--- src/rtl/stream_sync_scheduler.sv ---
// Orbit-aligned restart/enable scheduler for BRAM pattern-streaming links.
// Optional orbit watchdog enabled by defining STREAM_SYNC_TIMEOUT_EN.
module stream_sync_scheduler #(
  parameter int N_LINKS   = 4,
  parameter int REPEAT_W  = 10,
  parameter int DELAY_W   = 8,
  parameter int TIMEOUT_W = 16
) (
  input  logic                clk,
  input  logic                reset,
  input  logic                cfg_arm,
  input  logic                cfg_stop,
  input  logic [DELAY_W-1:0]  cfg_start_delay,
  input  logic [REPEAT_W-1:0] cfg_repeat,
  input  logic [N_LINKS-1:0]  cfg_link_mask,
  input  logic                fc_orbitSync,
  output logic [N_LINKS-1:0]  link_force_sync,
  output logic [N_LINKS-1:0]  link_enable,
  output logic                busy,
  output logic [1:0]          state,
  output logic [REPEAT_W-1:0] orbit_count,
  output logic [15:0]         pattern_count,
  output logic                sync_error
);

  typedef enum logic [1:0] {
    S_IDLE  = 2'd0,
    S_ARMED = 2'd1,
    S_RUN   = 2'd2
  } state_t;

  if (TIMEOUT_W < 1) begin : g_bad_timeout
    $error("TIMEOUT_W must be at least 1");
  end

  state_t              state_q, state_n;
  logic [N_LINKS-1:0]  mask_q, mask_n;
  logic [DELAY_W-1:0]  delay_q, delay_n;
  logic [REPEAT_W-1:0] rpt_q, rpt_n;
  logic [REPEAT_W-1:0] orbit_q, orbit_n;
  logic [15:0]         pat_q, pat_n;
  logic [N_LINKS-1:0]  force_q, force_n;
  logic [N_LINKS-1:0]  en_q, en_n;

`ifdef STREAM_SYNC_TIMEOUT_EN
  logic [TIMEOUT_W-1:0] wd_q, wd_n;
  logic                 err_q, err_n;
`endif

  always_comb begin
    state_n = state_q;
    mask_n  = mask_q;
    delay_n = delay_q;
    rpt_n   = rpt_q;
    orbit_n = orbit_q;
    pat_n   = pat_q;
    force_n = '0;
    en_n    = en_q;
`ifdef STREAM_SYNC_TIMEOUT_EN
    err_n   = err_q;
`endif
    if (cfg_stop) begin
      state_n = S_IDLE;
      en_n    = '0;
    end else begin
      case (state_q)
        S_IDLE: begin
          if (cfg_arm) begin
            state_n = S_ARMED;
            mask_n  = cfg_link_mask;
            delay_n = cfg_start_delay;
            rpt_n   = cfg_repeat;
            pat_n   = '0;
`ifdef STREAM_SYNC_TIMEOUT_EN
            err_n   = 1'b0;
`endif
          end
        end
        S_ARMED: begin
          if (fc_orbitSync) begin
            if (delay_q == '0) begin
              state_n = S_RUN;
              force_n = mask_q & ~force_q;
              en_n    = mask_q;
              orbit_n = '0;
            end else begin
              delay_n = delay_q - DELAY_W'(1);
            end
          end
        end
        S_RUN: begin
          if (fc_orbitSync) begin
            // repeat==0 means single shot: count freely, never restart
            if (rpt_q != '0 &&
                orbit_q == rpt_q - REPEAT_W'(1)) begin
              force_n = mask_q & ~force_q;
              orbit_n = '0;
              if (pat_q != 16'hFFFF)
                pat_n = pat_q + 16'd1;
            end else begin
              orbit_n = orbit_q + REPEAT_W'(1);
            end
          end
        end
        default: state_n = S_IDLE;
      endcase
`ifdef STREAM_SYNC_TIMEOUT_EN
      if (state_q != S_IDLE && wd_q == '1
          && !fc_orbitSync) begin
        state_n = S_IDLE;
        en_n    = '0;
        force_n = '0;
        err_n   = 1'b1;
      end
`endif
    end
  end

`ifdef STREAM_SYNC_TIMEOUT_EN
  // orbit silence watchdog, restarted on every orbit and state change
  always_comb begin
    if (state_n == S_IDLE || state_n != state_q
        || fc_orbitSync)
      wd_n = '0;
    else
      wd_n = wd_q + TIMEOUT_W'(1);
  end

  always_ff @(posedge clk) begin
    if (reset) begin
      wd_q  <= '0;
      err_q <= 1'b0;
    end else begin
      wd_q  <= wd_n;
      err_q <= err_n;
    end
  end

  assign sync_error = err_q;
`else
  assign sync_error = 1'b0;
`endif

  always_ff @(posedge clk) begin
    if (reset) begin
      state_q <= S_IDLE;
      mask_q  <= '0;
      delay_q <= '0;
      rpt_q   <= '0;
      orbit_q <= '0;
      pat_q   <= '0;
      force_q <= '0;
      en_q    <= '0;
    end else begin
      state_q <= state_n;
      mask_q  <= mask_n;
      delay_q <= delay_n;
      rpt_q   <= rpt_n;
      orbit_q <= orbit_n;
      pat_q   <= pat_n;
      force_q <= force_n;
      en_q    <= en_n;
    end
  end

  assign link_force_sync = force_q;
  assign link_enable     = en_q;
  assign state           = state_q;
  assign busy            = (state_q != S_IDLE);
  assign orbit_count     = orbit_q;
  assign pattern_count   = pat_q;

endmodule

--- config.mk ---
export PLATFORM = sky130hd
export DESIGN_NAME = stream_sync_scheduler
export DESIGN_NICKNAME = d
export VERILOG_FILES = /design/src/rtl/stream_sync_scheduler.sv
export SDC_FILE = /design/constraint.sdc
export NUM_CORES = 1
export LEC_CHECK = 0
export BUFFER_PORTS_ARGS = -buffer_cell sky130_fd_sc_hd__buf_2
export CAP_MARGIN = 20
export CORE_MARGIN = 2
export CORE_UTILIZATION = 54
export DETAILED_ROUTE_END_ITERATION = 16
export GPL_TIMING_DRIVEN = 0
export HOLD_SLACK_MARGIN = 0.02
export PLACE_DENSITY_LB_ADDON = 0.12
export SYNTH_ARGS = -nofsm -noshare
export SYNTH_HDL_FRONTEND = slang
export SYNTH_SLANG_ARGS = --single-unit
export TNS_END_PERCENT = 1
--- constraint.sdc ---
create_clock -name clk -period 2.9 [get_ports clk]
set_clock_uncertainty 0.05 [all_clocks]
set_input_delay 0.58 -clock clk [delete_from_list [all_inputs] [get_ports clk]]
set_output_delay 0.58 -clock clk [all_outputs]
set_load 0.1 [all_outputs]
==> run metrics, run 1 <==
status complete, but fails checks; violations in the final reports setup timing; die height 79.2 um; final-report max-slew violation count 0; Mapped Cells 381; Netlist Area Pre-Place 3050 um^2; first-pass GRT wire length 12700 um; Post-synth EDFFs 0; top cells by area, synth dfxtp_1 (38%), a21oi_1 (6.4%), nand2_1 (6.2%); Ys Warns 0; sequential-to-total area share from yosys stat 0.381; TritonCTS clock tree yes; Row Count 27; Total Wirelength 7760 um; crit end category flip-flop; Slew HR 0.624; CTS Buffer Depth 2; vias in the first global route 2739; Final Util 0.683; detailed-route wire length per cell 14.5 um; post-route setup slack -0.0103 ns; Ports 65; Critical Path RT 3.12 ns; 1st-iter DRT viols 118; Synth Register Bits 58; Clk pin slew, worst setup/hold paths 0.06 ns; largest net degree at the start of global routing 11; Final Wtd Congestion 0.853; maximum vdd drop 0.343 mV; H-tree depth 3; clk_lat worst skew 0.34 ns; ANT cells 0; final-report setup violation count 2; Syn Area/Cell 8.01 um^2; P per Cell Area 510 nW/um^2; share of layout cells above drive strength 1 0.242; ys flop type dfxtp_1; largest area contributor in the netlist dfxtp_1; min-delay worst type flip-flop to flip-flop; share of the synthesized area in the top cell type 0.381; area growth from synthesis to final layout 22.5%; initial antenna violation count 0; Critical Path Slowest Stage Cell a2111oi_4; post-DR vias/cell 5.66; Startpoint Class flip-flop; # DRC 0; CTS root buf clkbuf_8; unrepaired setup endpoints after global routing true; GRT Total Usage 0.257; Fin. Hold Viols 0; syn_nets 415; router iterations before antenna repair 7; worst slew pin tran 0.564 ns; CP Class flip-flop to flip-flop; leakage dissipation 1.50 nW; max cap viols 0; worst hold slack 0.365 ns; Final nets 491; core area 5470 um^2; DR vias 3024; CP Max Fanout 5; Async SR Flop Fraction 0; f_max 0.344 GHz; Slowest Stage Delay on Critical Path 0.46 ns; Initial Util 0.557; Hold Buf Count CTS 0; Die Span X 79.2 um; DP HPWL 5460 um; Port Buf Inserts 63; GRT Residual Overflow 0; total CTS buffers 9; Cell Chain, Critical Path inv_2, ha_4, or3b_4, a211oi_2, a31oi_2, a2111oi_4, nand4_2, buf_6, or4_1, a21oi_1; Die Area 6270 um^2; Worst EP arrival 3.13 ns; Clock Sinks 58; Tcrit/Tclk final 1.00; fin crit period 2.91 ns; ANT nets after route 0; number of distinct library cells after synthesis 51
## cell families (layout without fill, tap and decap cells)
| kind of cell | count (synthesis) | after routing | synth area share |
|---|---|---|---|
| xor+xnor | 20 | 20 | 0.0574 |
| fa+ha+maj | 7 | 7 | 0.0287 |
| buf+inv | 30 | 111 | 0.0406 |
| compound gates | 80 | 80 | 0.160 |
| simple gates | 177 | 177 | 0.305 |
| flops | 58 | 58 | 0.381 |
| other cells | 1 | 1 | 0.00123 |
| mux | 8 | 8 | 0.0263 |
## critical path: cells and delay by family (launching register included)
family                     cells  cell delay, ns
and+or+nand+nor                3            1.05
AOI/OAI and AO/OA              4            1.01
adders and majority gates      1            0.13
buffers and inverters          2            0.24
DFF                            1            0.35
## cell usage after synthesis, types with 2 or more instances
library cell	n
o211ai_1	2
nand2_1	50
buf_4	2
or4_1	8
or2_2	4
or3_1	12
nor2b_1	2
a22oi_1	3
nand4_1	4
xnor2_1	13
nand3b_1	5
clkbuf_1	13
dfxtp_1	58
o21ai_0	15
nand3_1	15
nor3_1	12
a21oi_1	39
a211oi_1	2
nor4_1	5
a21o_1	2
nor3b_1	8
ha_1	7
mux2i_1	8
and2_1	7
and3_1	2
nand2b_1	3
buf_2	2
inv_1	11
or3b_2	2
or3b_1	2
a31oi_1	5
and4_1	2
o31ai_1	4
nor2_1	29
xor2_1	7
## placed cells by master, fill, tap and decap left out, types with 3 or more instances in the layout
| master | synthesis | routed |
|---|---|---|
| nand2b_1 | 3 | 3 |
| and2_1 | 7 | 7 |
| inv_1 | 11 | 9 |
| clkbuf_1 | 13 | 13 |
| nand2_1 | 50 | 50 |
| nand3_1 | 15 | 15 |
| buf_4 | 2 | 3 |
| nor3b_1 | 8 | 7 |
| nand3b_1 | 5 | 5 |
| o21ai_0 | 15 | 12 |
| nand4_1 | 4 | 4 |
| o21ai_1 | 0 | 3 |
| xnor2_1 | 13 | 13 |
| or4_1 | 8 | 8 |
| clkbuf_8 | 0 | 9 |
| nor2_1 | 29 | 29 |
| ha_1 | 7 | 6 |
| mux2i_1 | 8 | 8 |
| or3_1 | 12 | 11 |
| o31ai_1 | 4 | 4 |
| clkinv_2 | 0 | 4 |
| buf_2 | 2 | 64 |
| xor2_1 | 7 | 7 |
| dfxtp_2 | 0 | 4 |
| dfxtp_1 | 58 | 54 |
| nor4_1 | 5 | 4 |
| a21oi_1 | 39 | 37 |
| or2_2 | 4 | 4 |
| a31oi_1 | 5 | 4 |
| nor3_1 | 12 | 11 |
| a22oi_1 | 3 | 3 |
## power by group
group / total, mW / switching [mW] / internal, mW
clock network: 0.713 / 0.323 / 0.390
registers: 0.850 / 0.0283 / 0.822
logic: 0.342 / 0.214 / 0.128
total: 1.91 / 0.566 / 1.34
## worst paths after layout
kind	start	end	slack (ns)	cells after the start
setup / recovery	rpt_q[0]	pattern_count[13]	-0.01	10
hold / removal	link_force_sync[3]	link_force_sync[3]	0.36	1
setup reg to reg	rpt_q[0]	pattern_count[13]	-0.01	10
hold reg to reg	link_force_sync[3]	link_force_sync[3]	0.36	1
## per-layer routing
metal  wire length [um]  global-route usage  up-vias
met2               3760               0.403       78
met3                399              0.0648       15
met4                131               0.107        0
li1                   -                   -     1508
met5                  0                   0        -
met1               3470               0.338     1423
## through the flow
stage	setup TNS [ns]	cells	setup slack (ns)	instance area (um^2)	total power, mW
6_report	-0.0175	534	-0.0103	3740	1.91
5_1_grt	-1.53	534	-0.135	3740	1.99
4_1_cts	0	532	0.0122	3660	1.90
3_5_place_dp	-0.931	516	-0.112	3460	1.19
3_3_place_gp	-0.0478	516	-0.0344	3460	1.18
2_1_floorplan	-0.685	381	-0.131	3050	1.11
## what timing repair did
item	4_1_cts	5_1_grt
gates resized for setup	4	23
cloned	0	0
setup endpoints to repair	13	24
pin swaps	2	12
buffers inserted	0	2
## final cells by class
cell class	instances	area [um^2]
Buffer	19	92.6
Clock buffer	10	128
Clock inverter	6	57.6
Fill cell	489	1740
Inverter	11	41.3
Multi-Input combinational cell	293	1830
Sequential cell	58	1170
Tap cell	72	90.1
Timing Repair Buffer	65	334
## sequential cells by signal, summed over array words and instances (netlist names)
signal and flops:
orbit_count 10, link_force_sync 4, link_enable 4, mask_q 4, pattern_count 16, state 2, delay_q 8, rpt_q 10
No activity file was read; power rests on OpenSTA's default activity.
==> run 2: changes to the inputs <==
Settings changed: BUFFER_PORTS_ARGS -buffer_cell sky130_fd_sc_hd__buf_2 to not set, CORE_UTILIZATION 54 to 55, DONT_BUFFER_PORTS set to 1, PLACE_DENSITY set to 0.71, PLACE_DENSITY_LB_ADDON 0.12 to not set.
==> run metrics, run 2 (same netlist as run 1, synthesis figures left out) <==
TritonCTS clock tree yes; part of the power in registers 0.462; core area 5440 um^2; switching share of total power 0.283; Cell Chain, Critical Path inv_1, ha_2, or3b_1, a211oi_2, a31oi_2, a2111oi_4, nand4_2, buf_4, or4_1, a21oi_1; f_max 0.351 GHz; Total Wirelength 7310 um; CTS root buf clkbuf_8; FF-to-FF Start rpt_q[0]; CP Max Fanout 5; final instance area 3480 um^2; clock power share 0.382; Worst Path Buf+Inv 2; Total Power 1.87 mW; detailed-route wire length per cell 15.5 um; Final nets 431; commonest non-fill, non-tap cells in the layout nand2_1 (50), a21oi_1 (38), dfxtp_1 (36); Fin. Hold Viols 0; post-DR vias/cell 5.78; vias in the first global route 2675; Initial Util 0.561; die height 78.5 um; max cap viols 0; Hold Buf Count CTS 0; Die Span X 78.5 um; DR vias 2732; Critical Path RT 3.10 ns; maximum vdd drop 0.348 mV; CP Capture Point pattern_count[9]; Critical Path Slowest Stage Cell or4_1; FF-to-FF path depth 10; status completed; Row Count 27; Top delay family on crit path compound AO/OA/AOI/OAI gates; GRT Total Usage 0.258; initial antenna violation count 0; crit end category flip-flop; P_int 1.34 mW; P per Cell Area 538 nW/um^2; clk_lat worst skew 0.33 ns; worst slew pin tran 1.06 ns; dpl cells 455; first-pass GRT wire length 12500 um; fin crit period 2.85 ns; 1st-iter DRT viols 105; ANT nets after route 0; unrepaired setup endpoints after global routing true; post-place instance area 3170 um^2; min-delay worst type input port to flip-flop; WP depth 10; area growth from synthesis to final layout 14.1%; worst r2r dst pattern_count[9]; Startpoint Class flip-flop; share of layout cells above drive strength 1 0.162; Port Buf Inserts 0; DP HPWL 5350 um; GRT Residual Overflow 0; Final Wtd Congestion 0.817; # DRC 0; final-report max-slew violation count 0; R2R Setup Slk 0.05 ns; Slowest Stage Delay on Critical Path 0.46 ns; Tcrit/Tclk final 0.982; H-tree depth 3; CTS Buffer Depth 2; Switch Pwr 0.530 mW; Finished Layout Cells 473; Clock Sinks 58; Final Util 0.640; leakage dissipation 1.22 nW; Ports 65; ANT cells 0; largest net degree at the start of global routing 11; CP startpoint rpt_q[0]; final-report setup violation count 0; Logic pwr share 0.156; Clk pin slew, worst setup/hold paths 0.07 ns; router iterations before antenna repair 4; Slew HR 0.291; total CTS buffers 9; Die Area 6160 um^2; max reg flops 16; Worst EP arrival 3.05 ns; most common cell after layout, fill and taps aside nand2_1; CP Class flip-flop to flip-flop
run 2: cell types whose count changed in the layout (fill, tap and decap cells not counted), sizes merged:
cell	change
buf	-59
clkinv	-2
clkbuf	+1
clkinvlp	-1
run 2: timing repair:
action / 4_1_cts / 5_1_grt
gates resized for setup: 20 / 24
pin swaps: 1 / 3
setup buffers: 0 / 3
cloned: 0 / 0
endpoints found under the setup margin: 38 / 28
run 2: final cells by class:
| class | instances | area (um^2) |
|---|---|---|
| Fill cell | 511 | 1960 |
| Multi-Input combinational cell | 293 | 1830 |
| Sequential cell | 58 | 1200 |
| Clock buffer | 12 | 145 |
| Tap cell | 72 | 90.1 |
| Buffer | 19 | 85.1 |
| Timing Repair Buffer | 5 | 53.8 |
| Inverter | 11 | 41.3 |
| Clock inverter | 3 | 40.0 |
run 2: metal layers:
layer	share of wire	track usage	vias to the layer above
li1	-	-	1382
met1	0.44	0.319	1269
met2	0.48	0.415	71
met3	0.060	0.0609	10
met4	0.018	0.139	0
met5	0	0	-
run 2: worst register-to-register path, delay by kind of cell (launching register included):
family / cells / cell delay (ns)
AOI/OAI and AO/OA: 4 / 0.99
adders and majority gates: 1 / 0.18
buffers and inverters: 2 / 0.23
DFF: 1 / 0.34
and+or+nand+nor: 3 / 0.99
run 2: stage by stage:
| stage | setup slack, ns | TNS, ns | hold WS (ns) |
|---|---|---|---|
| after floorplan | -0.131 | -0.685 | 0.394 |
| after global placement | -0.570 | -8.49 | 0.409 |
| after detailed placement | -0.526 | -9.91 | 0.410 |
| after CTS | 0.00579 | 0 | 0.321 |
| after global routing | -0.0696 | -0.868 | 0.340 |
| final | 0.0515 | 0 | 0.333 |
run 2: worst min path at each step:
stage / startpoint / endpoint / slack [ns] / cells past startpoint
2_1_floorplan: mask_q[0] / mask_q[0] / 0.39 / 2
4_1_cts: cfg_repeat[4] / rpt_q[4] / 0.32 / 2
6_report: cfg_repeat[5] / rpt_q[5] / 0.33 / 2
3_5_place_dp: mask_q[2] / mask_q[2] / 0.41 / 2
3_3_place_gp: mask_q[2] / mask_q[2] / 0.41 / 2
5_1_grt: cfg_link_mask[0] / mask_q[0] / 0.34 / 2
run 2: power by group through the flow:
| stage | Sequential, mW | Clock, mW | Combinational, mW |
|---|---|---|---|
| floorplan | 0.876 | 0 | 0.234 |
| global placement | 0.883 | 0 | 0.278 |
| detailed placement | 0.884 | 0 | 0.282 |
| CTS | 0.865 | 0.730 | 0.288 |
| global route | 0.868 | 0.766 | 0.329 |
| finish | 0.865 | 0.715 | 0.293 |
==> run 3: changes to the inputs <==
Settings changed: CORE_UTILIZATION 55 to 45, PLACE_DENSITY 0.71 to 0.63, RECOVER_POWER set to 100.
Clock period 2.9 ns to 2.49 ns, I/O delays scaled along.
==> run metrics, run 3 (same netlist as run 1, synthesis figures left out) <==
TritonCTS clock tree yes; GRT Total Usage 0.215; Worst EP arrival 2.98 ns; fin crit period 2.76 ns; die height 86.3 um; CP Class flip-flop to flip-flop; post-route setup slack -0.273 ns; Critical Path RT 2.70 ns; Startpoint Class flip-flop; Clk pin slew, worst setup/hold paths 0.07 ns; commonest non-fill, non-tap cells in the layout nand2_1 (48), a21oi_1 (37), dfxtp_1 (34); CTS root buf clkbuf_8; final-report setup violation count 30; crit end category flip-flop; 1st-iter DRT viols 121; core area 6680 um^2; Die Area 7450 um^2; clk_lat worst skew 0.35 ns; largest net degree at the start of global routing 12; router iterations before antenna repair 4; min-delay worst type input port to flip-flop; f_max 0.362 GHz; Port Buf Inserts 0; max reg flops 16; DP HPWL 5440 um; WL met3 395 um; routed wl met2 3770 um; Fin. Hold Viols 0; worst hold slack 0.229 ns; Final Util 0.550; Ports 65; Die Span X 86.3 um; DR vias 2726; Total Power 2.30 mW; area growth from synthesis to final layout 20.4%; # DRC 0; vias in the first global route 2641; violations in the final reports setup timing; status complete, but fails checks; Slowest Stage Delay on Critical Path 0.44 ns; Clock Sinks 58; final-report max-slew violation count 0; P per Cell Area 627 nW/um^2; post-DR vias/cell 5.66; Critical Path Slowest Stage Cell a2111oi_4; ANT cells 0; Final Wtd Congestion 0.804; worst slew pin tran 1.09 ns; first-pass GRT wire length 12900 um; Hold Buf Count CTS 0; max cap viols 0; maximum vdd drop 0.309 mV; leakage dissipation 1.26 nW; most common cell after layout, fill and taps aside nand2_1; Top Metal Used met4; Total Wirelength 7760 um; Row Count 30; detailed-route wire length per cell 16.1 um; CP Max Fanout 4; WL met1 3490 um; unrepaired setup endpoints after global routing true; initial antenna violation count 0; ANT nets after route 0; Slew HR 0.272; Tcrit/Tclk final 1.11; Cell Chain, Critical Path inv_4, ha_4, or3b_4, a211oi_4, nand2_2, a2111oi_4, buf_4, a32oi_1, or3_4, nor3b_2; GRT Residual Overflow 0; total CTS buffers 9; CTS Buffer Depth 2; share of layout cells above drive strength 1 0.226; Initial Util 0.457; Final nets 431; H-tree depth 3
## run 3: changes by cell type in the layout (fill, tap and decap cells not counted), moves of 3 or more
cell      change
dfxtp_4       +3
clkbuf_1      -3
nor4_2        +3
nor4_1        -3
buf_6         +5
## run 3: worst paths after layout
kind                 start  slack, ns                 end  cells past startpoint
max               rpt_q[1]      -0.27  link_force_sync[3]                     10
min          cfg_repeat[0]       0.23            rpt_q[0]                      2
max reg2reg       rpt_q[1]      -0.27  link_force_sync[3]                     10
min reg2reg      mask_q[2]       0.43           mask_q[2]                      2
## run 3: worst max-delay path: cells and delay by family (launching register included)
kind / cells / cell delay [ns]
compound gates: 3 / 0.78
fa+ha+maj: 1 / 0.12
buf+inv: 2 / 0.25
flops: 1 / 0.36
simple gates: 4 / 1.13
## run 3: what timing repair did
| item | 4_1_cts | 5_1_grt |
|---|---|---|
| gates cloned | 1 | 0 |
| pin swaps | 19 | 17 |
| buffers inserted | 4 | 2 |
| resized for setup | 39 | 27 |
| setup endpoints to repair | 38 | 38 |
## run 3: through the flow
step	cell area, um^2	instances	TNS [ns]	worst slack, ns
after global routing	3670	482	-9.82	-0.425
after floorplan	3090	381	-0.805	-0.0640
after detailed placement	3190	461	-11.53	-0.485
after global placement	3190	461	-10.26	-0.444
final	3670	482	-5.03	-0.273
after CTS	3560	481	-7.99	-0.332
## run 3: final cells by class
| type | instances | area (um^2) |
|---|---|---|
| sequential | 58 | 1210 |
| tap | 80 | 100 |
| clock buffer | 10 | 149 |
| buffer | 18 | 108 |
| inverter | 11 | 43.8 |
| multi-input combinational | 293 | 1950 |
| timing repair buffer | 6 | 52.6 |
| clock inverter | 6 | 63.8 |
| fill | 639 | 3010 |
## run 3: power by group
group / switching (mW) / internal [mW]
combinational: 0.228 / 0.148
sequential: 0.0529 / 0.952
clock: 0.403 / 0.520
total: 0.684 / 1.62
## run 3: routing by layer
metal | vias to the layer above | GRT usage
met1 | 1276 | 0.277
met3 | 10 | 0.0657
met2 | 58 | 0.343
met5 | - | 0
li1 | 1382 | -
met4 | 0 | 0.0739
